**src/rtl/mem_port_sched.sv**
```systemverilog
// Front-end scheduler for a single block RAM with a registered read port and
// an always-writing write port. Round-robin shares the RAM between two
// requesters, runs a whole-RAM fill sequencer, and parks the write port on a
// scratch address whenever no real write is scheduled.
module mem_port_sched #(
  parameter int unsigned       ADDR_W     = 13,
  parameter int unsigned       DATA_W     = 8,
  parameter logic [ADDR_W-1:0] PARK_ADDR  = {ADDR_W{1'b1}},
  parameter logic [DATA_W-1:0] FILL_VALUE = '0
) (
  input  logic                  clk,
  input  logic                  reset,
  // Fill sequencer control
  input  logic                  fill_start,
  output logic                  fill_busy,
  output logic                  fill_done,
  // Requester side
  input  logic [1:0]            req_valid,
  output logic [1:0]            req_ready,
  input  logic [1:0]            req_we,
  input  logic [2*ADDR_W-1:0]   req_addr,
  input  logic [2*DATA_W-1:0]   req_wdata,
  output logic [1:0]            rsp_valid,
  output logic [DATA_W-1:0]     rsp_rdata,
  // RAM side
  output logic [31:0]           mem_raddr,
  output logic [31:0]           mem_waddr,
  output logic [DATA_W-1:0]     mem_din,
  input  logic [DATA_W-1:0]     mem_dout
);

  typedef enum logic [1:0] {
    StIdle,
    StFill,
    StDone
  } state_e;

  state_e state_q, state_d;

  logic [ADDR_W-1:0] cnt_q, cnt_d;
  // High when requester 1 is favoured on a tie.
  logic              ptr_q, ptr_d;
  logic [1:0]        grant;

  logic [ADDR_W-1:0] raddr_q, raddr_d;
  logic [ADDR_W-1:0] waddr_q, waddr_d;
  logic [DATA_W-1:0] din_q, din_d;

  // Two-stage response routing: stage 1 tracks the cycle the RAM sees raddr,
  // stage 2 the cycle mem_dout is valid.
  logic              v1_q, v1_d, v2_q;
  logic              id1_q, id1_d, id2_q;

  logic              gid;
  logic              sel_we;
  logic [ADDR_W-1:0] sel_addr;
  logic [DATA_W-1:0] sel_wdata;

  // FSM next state, fill counter and round-robin grant.
  always_comb begin
    state_d = state_q;
    cnt_d   = cnt_q;
    ptr_d   = ptr_q;
    grant   = 2'b00;
    unique case (state_q)
      StIdle: begin
        if (fill_start) begin
          state_d = StFill;
        end else begin
          if (req_valid == 2'b11) begin
            grant = ptr_q ? 2'b10 : 2'b01;
          end else begin
            grant = req_valid;
          end
          // After serving requester 0 favour 1, and vice versa.
          if (grant != 2'b00) begin
            ptr_d = grant[0];
          end
        end
      end
      StFill: begin
        cnt_d = cnt_q + 1'b1;
        if (cnt_q == {ADDR_W{1'b1}}) begin
          state_d = StDone;
        end
      end
      StDone: begin
        state_d = StIdle;
        cnt_d   = '0;
      end
      default: begin
        state_d = StIdle;
        cnt_d   = '0;
      end
    endcase
  end

  // Select the granted requester's fields.
  always_comb begin
    gid       = grant[1];
    sel_we    = gid ? req_we[1] : req_we[0];
    sel_addr  = gid ? req_addr[2*ADDR_W-1:ADDR_W] : req_addr[ADDR_W-1:0];
    sel_wdata = gid ? req_wdata[2*DATA_W-1:DATA_W] : req_wdata[DATA_W-1:0];
  end

  // Next RAM port values; the write port parks whenever nothing is written.
  always_comb begin
    waddr_d = PARK_ADDR;
    din_d   = FILL_VALUE;
    raddr_d = raddr_q;
    v1_d    = 1'b0;
    id1_d   = 1'b0;
    if (state_q == StFill) begin
      waddr_d = cnt_q;
    end else if (grant != 2'b00) begin
      if (sel_we) begin
        waddr_d = sel_addr;
        din_d   = sel_wdata;
      end else begin
        raddr_d = sel_addr;
        v1_d    = 1'b1;
        id1_d   = gid;
      end
    end
  end

  // State, counter, pointer, RAM port and response pipeline registers.
  always_ff @(posedge clk or negedge reset) begin
    if (!reset) begin
      state_q <= StIdle;
      cnt_q   <= '0;
      ptr_q   <= 1'b0;
      raddr_q <= '0;
      waddr_q <= PARK_ADDR;
      din_q   <= FILL_VALUE;
      v1_q    <= 1'b0;
      id1_q   <= 1'b0;
      v2_q    <= 1'b0;
      id2_q   <= 1'b0;
    end else begin
      state_q <= state_d;
      cnt_q   <= cnt_d;
      ptr_q   <= ptr_d;
      raddr_q <= raddr_d;
      waddr_q <= waddr_d;
      din_q   <= din_d;
      v1_q    <= v1_d;
      id1_q   <= id1_d;
      v2_q    <= v1_q;
      id2_q   <= id1_q;
    end
  end

  // Output decode.
  always_comb begin
    fill_busy = (state_q == StFill);
    fill_done = (state_q == StDone);
    req_ready = grant;
    rsp_valid = {v2_q & id2_q, v2_q & ~id2_q};
    rsp_rdata = mem_dout;
    mem_raddr = {{(32 - ADDR_W){1'b0}}, raddr_q};
    mem_waddr = {{(32 - ADDR_W){1'b0}}, waddr_q};
    mem_din   = din_q;
  end

endmodule

```
**config.mk**
```make
export PLATFORM = sky130hd
export DESIGN_NAME = mem_port_sched
export DESIGN_NICKNAME = d
export VERILOG_FILES = /design/src/rtl/mem_port_sched.sv
export SDC_FILE = /design/constraint.sdc
export NUM_CORES = 1
export LEC_CHECK = 0
export ABC_AREA = 1
export CORE_MARGIN = 2
export CORE_UTILIZATION = 37
export DETAILED_ROUTE_END_ITERATION = 8
export HOLD_SLACK_MARGIN = 0.1
export PLACE_DENSITY = 0.78
export SLEW_MARGIN = 20
export SYNTH_ARGS = -nofsm -noshare
export SYNTH_HDL_FRONTEND = slang
export SYNTH_SLANG_ARGS = --single-unit
```
**constraint.sdc**
```tcl
create_clock -name clk -period 1.4 [get_ports clk]
set_input_delay 0.35 -clock clk [delete_from_list [all_inputs] [get_ports clk]]
set_output_delay 0.35 -clock clk [all_outputs]
set_load 0.005 [all_outputs]
```
Word-level counts from Yosys, hierarchy flattened
Index checks and enable logic that the tools add are counted.
{ "totals": {"out_inout_bits": 86, "in_bits": 57, "register_bits": 54, "word_cells": 54} }
{ "op_classes": {"n_eq_ne": 6, "mux": 25, "bitwise": 6, "reduce_logical": 6, "add_sub_neg": 1} }
{ "ops": {"columns": ["op", "n"], "rows": [
  ["$mux W13", 4],
  ["$mux W8", 4],
  ["$pmux W13 S2", 1],
  ["$mux W2", 8],
  ["$add A13 B1 Y13 const B", 1],
  ["$eq A13 B13 Y1 const B", 1],
  ["$mux W1", 7],
  ["$reduce_and A3 Y1", 2],
  ["$eq A2 B2 Y1 const B", 2],
  ["$not A1 Y1", 4],
  ["$pmux W2 S2", 1],
  ["$reduce_bool A2 Y1", 2],
  ["$and A1 B1 Y1", 2],
  ["$eq A2 B1 Y1 const B", 1],
  ["$logic_not A2 Y1", 1],
  ["$ne A2 B1 Y1 const B", 1],
  ["$ne A2 B2 Y1 const B", 1],
  ["$reduce_and A2 Y1", 1]
]} }

Depth between registers and ports, before layout
Gate-level depths: netlist (run 1).
{ "logic_depth": {"depth_word": 10, "mapped_depth": 10, "mapped_depth_nobuf": 9} }

Worst setup path after synthesis (run 1)
Ideal clock, no wire load.
{ "synth_timing": {"kind": "register to register", "start": "reg state_q[0]", "end": "reg raddr_q[10]", "arrival_ps": 1317, "setup_slack_ps": -34, "required_ps": 1284, "path_stages_with_launch": 10, "period_less_slack_ps": 1434, "setup_time_ps": 116, "n_path_buf": 1, "cell_sequence": "dfrtp_1 nor2_4 nand3_2 nor2_4 nand2_2 nand2_2 nand2_2 buf_6 nand2_1 nand2_1"} }
{ "synth_via": {"elab_chain_cells": 5, "word_cells_on_any_way": 9, "classes_between": "eq/ne (1); mux (3); bitwise (2); reduce/logical (3)"} }
{ "synth_lines": {"columns": ["item", "line_no", "text"], "rows": [
  ["start, declared", "38", "state_e state_q, state_d;"],
  ["start signal, assigned", "130", "state_q <= StIdle;"],
  ["start signal, assigned", "141", "state_q <= state_d;"],
  ["$logic_not A2 Y1", "65", "unique case (state_q)"],
  ["$mux W2", "65", null],
  ["$mux W1", "101", "sel_we = gid ? req_we[1] : req_we[0];"],
  ["$not A1 Y1 (no line)", null, null],
  ["$reduce_and A3 Y1 (no line)", null, null],
  ["end signal, assigned", "144", "raddr_q <= raddr_d;"],
  ["end, declared", "45", "logic [ADDR_W-1:0] raddr_q, raddr_d;"]
]} }
Parallel ways exist; a longest one is shown, timed or not.
A chain may end at the register's enable or synchronous reset.

Final worst setup path (run 1)
{ "layout_timing": {"start": "reg state_q[0]", "end": "out req_ready[0]"} }
{ "layout_via": {"elab_chain_cells": 2} }
{ "layout_lines": {"columns": ["item", "line_no", "text"], "rows": [
  ["$logic_not A2 Y1", "65", null],
  ["$mux W2", "65", null],
  ["end, declared", "19", "output logic [1:0] req_ready,"]
]} }
Every way passes these cells.

==> impl_metrics.ini, run 1 <==
[final_layout]
stdcell_count = 600
post_route_cells_drive_above_1_share = 0.2972
sequential_cell_area_mm2 = 0.001368
finish.utilization = 0.5794
fillerInstances = 674
area_of_all_placed_cells_without_fillers_mm2 = 0.004431
layout.nets = 555
multiInputGateArea_mm2 = 0.001448
syn_to_final_growth_pct = 53.42
diodes = 0

[clocking]
cts_buffers = 5
cts.path.max_buffers = 2
worst_setup_hold_path_clk_slew_ps = 100
cts_tree = done
worstSkewPairLatency_ps = 310
htree_num_levels = 2
clock_sink_count = 54
clockRootBuffer = sky130_fd_sc_hd__clkbuf_8

[route]
dr_total_vias = 2792
drt-wirelength-per-cell_um = 14.41
postRouteWirelength_um = 8648
ant_nets = 0
detail_route.vias_per_cell = 4.653
detailedRoute.firstIterationViolations = 129
detail_route.drc_violations = 0
drt_first_pass_iters = 4

[timing]
final_min_period_over_clock_period = 1.221
timing.clock.skew_ps = 6.498
finalCriticalPeriod_ps = 1709
report.final.hold_viol_count = 0
setup_slack_ps = -309.2
fin_worst_hold_slack_ps = 357.4
max_clock_freq_mhz = 585.1
rsz0062_at_grt = true
setup_viol = 39
timing_max_transition_violations_final = 0

[power]
power_per_cell_area_mw_per_mm2 = 654.8
static-leakage-power_nw = 2.297
peakVddDrop_mv = 0.4383

[setup_path]
worst_r2r_path_depth = 11
cpMaxStageDelayCell = sky130_fd_sc_hd__dfrtp_1
slowest_delay_ps = 430
crit_path_max_fanout = 2
start_kind = flop
buffers_inverters_on_critical_path = 4
critical_path.reg2reg.startpoint = state_q[0]
arrival_time_of_the_worst_setup_path_ps = 1360
setup.worst_path.end_class = output port
reg2reg_setup_slack_ps = -240
worstPathCellList = nor2_4 -> buf_6 -> nand2_4 -> inv_4 -> nand3_4 -> inv_2 -> buf_6
critical_path_class = reg -> out
crit_path_frequent_cell = sky130_fd_sc_hd__buf_6
critPathRequiredTime_ps = 1050
r2r_end = raddr_q[5]
critical_path.top_delay_family = flip-flops

[synthesis]
synth_area_per_cell_um2 = 7.826
seq_area_frac_synth = 0.4736
synth-seq-cells = 54
synth_cells = 369
synthDominantCellAreaShare = 0.3553
netlist_top_cells_area = sky130_fd_sc_hd__dfrtp_1 36%, sky130_fd_sc_hd__nand2_1 14%, sky130_fd_sc_hd__buf_4 13%, sky130_fd_sc_hd__dfstp_2 12%, sky130_fd_sc_hd__nor2_1 6.6%
synth_area_leader_cell = sky130_fd_sc_hd__dfrtp_1
synth.distinct_cells = 28
synth_area_mm2 = 0.002888
synth_warnings = 0

[placement]
dp_hpwl_um = 5686
placed_cells = 567
post_dp_cell_area_mm2 = 0.003864
count_of_buffers_inserted_at_the_top_level_ports = 88
gp_congestion = 0.8571

[die]
design.core.area_mm2 = 0.007647
dieArea_mm2 = 0.008528
start_util = 0.3776
std_cell_rows = 32
dieWidth_um = 92.35
top_level_ports = 143
die_y_um = 92.35

[min_path]
startpoint_of_the_lowest_slack_hold_path = v1_q
min_path_cells = 0
worst_hold_path_type = reg -> reg
whs_endpoint = v2_q

[flow_run]
maxCapViolations = 0

[global_route]
number_of_global_route_vias_before_repair = 2821
grt_max_degree = 23
gr-usage-all-layers = 0.1991
grt_antenna_before_repair = 0
grt_first_pass_wirelength_um = 13230
grt.overflow.total = 0

[status]
result_of_the_run = complete, but fails checks
violations = setup timing
through the flow:
| step | setup slack, ps | total power, mW | TNS [ps] |
|---|---|---|---|
| 6_report | -309.2 | 2.901 | -8128 |
| 5_1_grt | -367.4 | 2.992 | -11390 |
| 4_1_cts | -250.7 | 2.903 | -6487 |
| 3_5_place_dp | -625.9 | 1.843 | -20790 |
| 3_3_place_gp | -592.7 | 1.839 | -18860 |
| 2_1_floorplan | -33.91 | 1.745 | -305.2 |
how the worst max path moves through the flow:
stage | slack [ps] | endpoint | startpoint | depth (start not counted)
6_report | -310 | req_ready[0] | state_q[0] | 7
2_1_floorplan | -30 | raddr_q[10] | state_q[0] | 9
3_3_place_gp | -590 | req_ready[0] | fill_start | 7
5_1_grt | -370 | req_ready[0] | state_q[0] | 7
4_1_cts | -250 | req_ready[0] | state_q[1] | 7
3_5_place_dp | -630 | req_ready[0] | fill_start | 7
cell families after synthesis:
| group | count (synthesis) | share of synthesized area |
|---|---|---|
| buf+inv | 83 | 0.1759 |
| simple gates | 205 | 0.2959 |
| flops | 54 | 0.4736 |
| other cells | 1 | 0.001299 |
| compound gates | 24 | 0.04593 |
| fa+ha+maj | 1 | 0.004332 |
| xor+xnor | 1 | 0.003033 |
final cells by class:
class	instances	area share
Timing Repair Buffer	139	0.2875
Clock buffer	6	0.01638
Clock inverter	2	0.008472
Tap cell	102	0.02881
Multi-Input combinational cell	270	0.3267
Inverter	27	0.02344
Sequential cell	54	0.3087
power breakdown:
group,internal [mW],switching (mW)
registers,1.56,0
clock network,0.534,0.509
logic,0.155,0.144
cell usage after synthesis:
| cell type | count |
|---|---|
| sky130_fd_sc_hd__a211oi_1 | 1 |
| sky130_fd_sc_hd__a21boi_0 | 1 |
| sky130_fd_sc_hd__a21oi_1 | 10 |
| sky130_fd_sc_hd__a22o_1 | 1 |
| sky130_fd_sc_hd__a31oi_1 | 1 |
| sky130_fd_sc_hd__and2_1 | 1 |
| sky130_fd_sc_hd__buf_2 | 4 |
| sky130_fd_sc_hd__buf_4 | 49 |
| sky130_fd_sc_hd__buf_6 | 1 |
| sky130_fd_sc_hd__clkbuf_1 | 2 |
| sky130_fd_sc_hd__conb_1 | 1 |
| sky130_fd_sc_hd__dfrtp_1 | 41 |
| sky130_fd_sc_hd__dfstp_2 | 13 |
| sky130_fd_sc_hd__ha_1 | 1 |
| sky130_fd_sc_hd__inv_1 | 27 |
| sky130_fd_sc_hd__nand2_1 | 110 |
| sky130_fd_sc_hd__nand2_2 | 3 |
| sky130_fd_sc_hd__nand3_1 | 25 |
| sky130_fd_sc_hd__nand3_2 | 1 |
| sky130_fd_sc_hd__nand4_1 | 4 |
| sky130_fd_sc_hd__nor2_1 | 51 |
| sky130_fd_sc_hd__nor2_2 | 1 |
| sky130_fd_sc_hd__nor2_4 | 2 |
| sky130_fd_sc_hd__nor3_1 | 6 |
| sky130_fd_sc_hd__nor4_1 | 1 |
| sky130_fd_sc_hd__o21ai_0 | 9 |
| sky130_fd_sc_hd__o21bai_1 | 1 |
| sky130_fd_sc_hd__xnor2_1 | 1 |
repair_timing:
item / in CTS / in global routing
buffers inserted: 16 / 3
endpoints found under the setup margin: 77 / 57
resized for setup: 144 / 45
endpoints found under the hold margin: 13 / 0
pin swaps: 9 / 13
gates cloned: 5 / 0
hold buffers: 1 / 0
sequential cells by signal (all words and copies together) (netlist names):
register	cells
cnt_q	13
id1_q	1
id2_q	1
mem_din	8
ptr_q	1
raddr_q	13
state_q	2
v1_q	1
v2_q	1
waddr_q	13
per-layer routing:
metal,wire length [um],track usage
met1,3434,0.2329
met2,4219,0.3504
met3,599,0.03987
met4,395,0.09204
met5,0,0
cells in the final DEF, fill, tap and decap left out, drive strengths merged, types with 4 or more instances in the layout:
cell	synthesis	routed
buf	54	59
dlygate4sd2	0	23
nand3	26	26
o21ai	9	9
clkdlybuf4s50	0	45
nor3	6	6
nand2	113	114
inv	27	27
a21oi	10	10
dfstp	13	13
dfrtp	41	41
conb	1	38
nor2	54	54
nand4	4	4
clkbuf	2	16
Note: power is estimated with default switching activity, not from simulation.
==> inputs of run 2 (changes only) <==
- CORE_MARGIN: 2 -> 3
==> run 2 against run 1 <==
The run still ends with setup timing left. Power rose by 0.64%. Clock skew fell by 1.1 ps. Clock-buffer cell count is the same. Critical path type is now reg -> reg. Register-to-register slack worse by 30 ps.
==> impl_metrics.ini, run 2 (synthesized netlist as in run 1, its figures left out) <==
[placement]
gp_congestion = 0.8047
dp_slack_ps = -582.3
placed_cells = 560
count_of_buffers_inserted_at_the_top_level_ports = 88
dp_hpwl_um = 5561

[power]
part_of_the_total_power_dissipated_in_combinational_logic = 0.106
static-leakage-power_nw = 2.237
power_per_cell_area_mw_per_mm2 = 643.8
peakVddDrop_mv = 0.5461
switching_share_of_power = 0.2283
power.share.sequential = 0.534
p_clk_frac = 0.360
net_switching_power_of_the_design_uw = 666.7
power_report.internal_total_mw = 2.253

[route]
detail_route.vias_per_cell = 4.721
dr_total_vias = 2771
detail_route.drc_violations = 0
ant_nets = 0
drt-wirelength-per-cell_um = 14.61
detailedRoute.firstIterationViolations = 172
drt_first_pass_iters = 4
postRouteWirelength_um = 8577

[die]
die_y_um = 94.35
std_cell_rows = 31
start_util = 0.3898
dieArea_mm2 = 0.008901
top_level_ports = 143
design.core.area_mm2 = 0.007408
dieWidth_um = 94.35

[global_route]
grt.overflow.total = 0
gr-usage-all-layers = 0.1688
grt_first_pass_wirelength_um = 11920
grt_max_degree = 55
grt_antenna_before_repair = 0
number_of_global_route_vias_before_repair = 2625

[flow_run]
maxCapViolations = 0

[min_path]
worst_hold_path_type = reg -> reg
min_path_cells = 0
startpoint_of_the_lowest_slack_hold_path = id1_q
whs_endpoint = id2_q

[setup_path]
crit_path_frequent_cell = sky130_fd_sc_hd__nand2_2
worst_r2r_path_depth = 11
start_kind = flop
cpMaxStageDelayCell = sky130_fd_sc_hd__dfrtp_1
crit_path_max_fanout = 5
worstPathCellList = nor2_4 -> buf_6 -> nand2_2 -> inv_2 -> buf_4 -> nand2_2 -> nand2_2 -> nand3_4 -> buf_12 -> nor2_4 -> nor2_2
r2r_end = waddr_q[9]
reg2reg_setup_slack_ps = -270
slowest_delay_ps = 420
critical_path_class = reg -> reg
critical_path.reg2reg.startpoint = state_q[0]
arrival_time_of_the_worst_setup_path_ps = 1920
critPathRequiredTime_ps = 1640
setup.worst_path.end_class = flop

[clocking]
htree_num_levels = 2
cts_tree = done
clockRootBuffer = sky130_fd_sc_hd__clkbuf_8
cts_buffers = 5
worstSkewPairLatency_ps = 310
worst_setup_hold_path_clk_slew_ps = 100
clock_sink_count = 54
cts.path.max_buffers = 2

[timing]
setup_viol = 39
final_min_period_over_clock_period = 1.196
timing.clock.skew_ps = 5.355
report.final.hold_viol_count = 0
finalCriticalPeriod_ps = 1674
rsz0062_at_grt = true
timing_max_transition_violations_final = 0
setup_slack_ps = -273.8
max_clock_freq_mhz = 597.4

[final_layout]
post_route_cells_drive_above_1_share = 0.3443
stdcell_count = 587
syn_to_final_growth_pct = 57.06
fillerInstances = 623
most-common-layout-cells = 84 x sky130_fd_sc_hd__nand2_1, 45 x sky130_fd_sc_hd__clkdlybuf4s50_1, 41 x sky130_fd_sc_hd__dfrtp_1
sequential_cell_area_mm2 = 0.001368
layout.nets = 545
leading_cell_type_in_the_layout_fill_and_taps_excluded = sky130_fd_sc_hd__nand2_1
layout_top_registers = cnt_q (13), raddr_q (13), waddr_q (13)
diodes = 0
multiInputGateArea_mm2 = 0.001589

[status]
violations = setup timing
result_of_the_run = complete, but fails checks
run 2: critical path, delay by kind of cell, from the launching register on:
| family | cells | cell delay [ps] |
|---|---|---|
| DFF | 1 | 420 |
| buffers and inverters | 4 | 490 |
| and+or+nand+nor | 7 | 700 |
run 2: area by class of cell:
| class | count | area share |
|---|---|---|
| multi-input combinational | 270 | 0.3503 |
| clock buffer | 6 | 0.01600 |
| timing repair buffer | 129 | 0.2726 |
| clock inverter | 2 | 0.008276 |
| inverter | 27 | 0.02400 |
| tap | 99 | 0.02731 |
| sequential | 54 | 0.3015 |
run 2: layer usage:
layer	GRT usage	up-vias	wire, um
li1	-	1311	-
met1	0.2054	1334	3347
met2	0.2991	113	4479
met3	0.04223	13	660
met4	0.04212	0	90
met5	0	-	0
run 2: stage by stage:
step	cell area [um2]	utilization	hold slack (ps)	power, mW	TNS [ps]
finish	4536	0.6122	377.4	2.920	-8407
global route	4536	0.6122	384.1	2.998	-12260
CTS	4269	0.5763	380.5	2.892	-9800
detailed placement	3817	0.5153	360.2	1.834	-19190
global placement	3817	0.5153	334.1	1.831	-16600
floorplan	3027	-	54.41	1.745	-305.2
run 2: worst max-delay path by stage:
| stage | from | end | slack [ps] | cells past startpoint |
|---|---|---|---|---|
| 2_1_floorplan | state_q[0] | raddr_q[10] | -30 | 9 |
| 3_3_place_gp | fill_start | req_ready[0] | -570 | 7 |
| 3_5_place_dp | fill_start | req_ready[0] | -580 | 7 |
| 4_1_cts | state_q[1] | req_ready[0] | -310 | 8 |
| 5_1_grt | state_q[0] | waddr_q[9] | -370 | 11 |
| 6_report | state_q[0] | waddr_q[9] | -270 | 11 |
run 2: power groups by stage:
stage | Sequential, mW | Combinational, mW | Clock (mW)
6_report | 1.56 | 0.309 | 1.05
5_1_grt | 1.56 | 0.335 | 1.10
4_1_cts | 1.56 | 0.279 | 1.05
3_5_place_dp | 1.59 | 0.244 | 0
3_3_place_gp | 1.59 | 0.241 | 0
2_1_floorplan | 1.59 | 0.155 | 0
run 2: timing repair:
action                                  CTS  global route
cloned                                    4             1
setup buffers                            12             5
endpoints found under the setup margin   75            61
gates resized for setup                 127           102
endpoints found under the hold margin    41             0
hold buffers                              1             0
pin swaps                                15            37
==> inputs of run 3 (changes only) <==
- MAX_ROUTING_LAYER: not set -> met4
- SLEW_MARGIN: 20 -> not set
==> run 3 against run 2 <==
Routed wire length down 0.17%. Sequential power about the same. Core utilization is essentially flat. Clock power about the same. Combinational power about the same. Register-to-register slack about the same. Clock skew rose by 0.56 ps. The run still ends with setup timing left. Clock-buffer cell count is the same. Cell count unchanged. Design area is essentially flat. Critical path depth is the same. Non-clock buffer count stayed put.
==> impl_metrics.ini, run 3 (synthesized netlist as in run 1, its figures left out) <==
[status]
result_of_the_run = complete, but fails checks
violations = setup timing

[final_layout]
diodes = 0
stdcell_count = 587
layout.nets = 545
layout_top_registers = cnt_q (13), raddr_q (13), waddr_q (13)
finish.utilization = 0.6119
leading_cell_type_in_the_layout_fill_and_taps_excluded = sky130_fd_sc_hd__nand2_1
most-common-layout-cells = 85 x sky130_fd_sc_hd__nand2_1, 45 x sky130_fd_sc_hd__clkdlybuf4s50_1, 41 x sky130_fd_sc_hd__dfrtp_1
syn_to_final_growth_pct = 56.98
post_route_cells_drive_above_1_share = 0.3422

[setup_path]
buffers_inverters_on_critical_path = 4
critical_path.top_delay_family = simple AND/OR/NAND/NOR gates
setup.worst_path.end_class = flop
slowest_delay_ps = 420
critPathRequiredTime_ps = 1650
worstPathCellList = nor2_4 -> buf_6 -> nand2_2 -> inv_2 -> buf_4 -> nand2_2 -> nand2_2 -> nand3_4 -> buf_12 -> nor2_4 -> nor2_2
critical_path_class = reg -> reg
start_kind = flop
cpMaxStageDelayCell = sky130_fd_sc_hd__dfrtp_1
reg2reg_setup_slack_ps = -270
crit_path_max_fanout = 5
crit_path_frequent_cell = sky130_fd_sc_hd__nand2_2
arrival_time_of_the_worst_setup_path_ps = 1920

[timing]
fin_worst_hold_slack_ps = 376.8
setup_viol = 39
setup_slack_ps = -269.8
report.final.hold_viol_count = 0
max_clock_freq_mhz = 598.9
timing.clock.skew_ps = 5.915
rsz0062_at_grt = true
timing_max_transition_violations_final = 0
setup_total_negative_slack_ps = -8276
finalCriticalPeriod_ps = 1670
final_min_period_over_clock_period = 1.193

[clocking]
htree_num_levels = 2
worstSkewPairLatency_ps = 310
cts_buffers = 5
worst_setup_hold_path_clk_slew_ps = 100
clockRootBuffer = sky130_fd_sc_hd__clkbuf_8
cts.path.max_buffers = 2
clock_sink_count = 54
cts_tree = done

[flow_run]
maxCapViolations = 0

[route]
detailedRoute.firstIterationViolations = 171
ant_nets = 0
postRouteWirelength_um = 8562
dr_total_vias = 2739
drt_first_pass_iters = 4
drt-wirelength-per-cell_um = 14.59
detail_route.vias_per_cell = 4.666
detail_route.drc_violations = 0

[min_path]
worst_hold_path_type = reg -> reg

[power]
peakVddDrop_mv = 0.5318
static-leakage-power_nw = 2.237
power_per_cell_area_mw_per_mm2 = 641.5

[placement]
dp_hpwl_um = 5561
placed_cells = 560
gp_congestion = 0.8164
count_of_buffers_inserted_at_the_top_level_ports = 88

[die]
design.core.area_mm2 = 0.007408
top_level_ports = 143
dieWidth_um = 94.35
std_cell_rows = 31
die_y_um = 94.35
start_util = 0.3898
dieArea_mm2 = 0.008901

[global_route]
grt.overflow.total = 0
number_of_global_route_vias_before_repair = 2632
grt_first_pass_wirelength_um = 11900
gr-usage-all-layers = 0.1734
grt_antenna_before_repair = 0
grt_max_degree = 55
[run 3: cell counts in the layout (fill, tap and decap cells not counted)]
No cell type changed its count.
[run 3: area by class of cell]
cell class | count | area, um2
Clock buffer | 6 | 72.57
Timing Repair Buffer | 129 | 1236
Sequential cell | 54 | 1368
Fill cell | 624 | 2875
Inverter | 27 | 108.9
Tap cell | 99 | 123.9
Multi-Input combinational cell | 270 | 1587
Clock inverter | 2 | 37.54
[run 3: power breakdown]
| group | total, mW | internal [mW] | switching [mW] |
|---|---|---|---|
| Combinational | 0.310 | 0.158 | 0.151 |
| Sequential | 1.56 | 1.56 | 0 |
| Clock | 1.04 | 0.534 | 0.504 |
[run 3: metal layers]
layer  vias to the layer above  GRT usage  part of all wire
met5                         -          -                 0
met4                         0    0.04212             0.011
met3                        13    0.03825             0.074
met2                       113     0.3002              0.53
met1                      1306     0.2059              0.39
li1                       1307          -                 -
[run 3: path summary, 6_finish.rpt]
check                                 from    endpoint  cells after the start
worst min-delay path                 id1_q       id2_q                      0
min in group asynchronous            reset    cnt_q[3]                      3
worst min register to register       id1_q       id2_q                      0
max in group asynchronous            reset  waddr_q[1]                      3
worst max register to register  state_q[0]  waddr_q[9]                     11
worst max-delay path            state_q[0]  waddr_q[9]                     11
[run 3: through the flow]
step	area [um2]	power, mW	worst slack, ps
2_1_floorplan	3027	1.745	-33.91
3_3_place_gp	3817	1.831	-568.3
3_5_place_dp	3817	1.834	-582.3
4_1_cts	4269	2.892	-308.6
5_1_grt	4533	2.998	-370.8
6_report	4533	2.908	-269.8
[run 3: what timing repair did]
| item | in CTS | in global routing |
|---|---|---|
| setup endpoints to repair | 75 | 61 |
| gates cloned | 4 | 1 |
| resized for setup | 127 | 101 |
| hold buffers | 1 | 0 |
| hold endpoints to repair | 41 | 0 |
| buffers inserted | 12 | 5 |
| pin swaps | 15 | 36 |
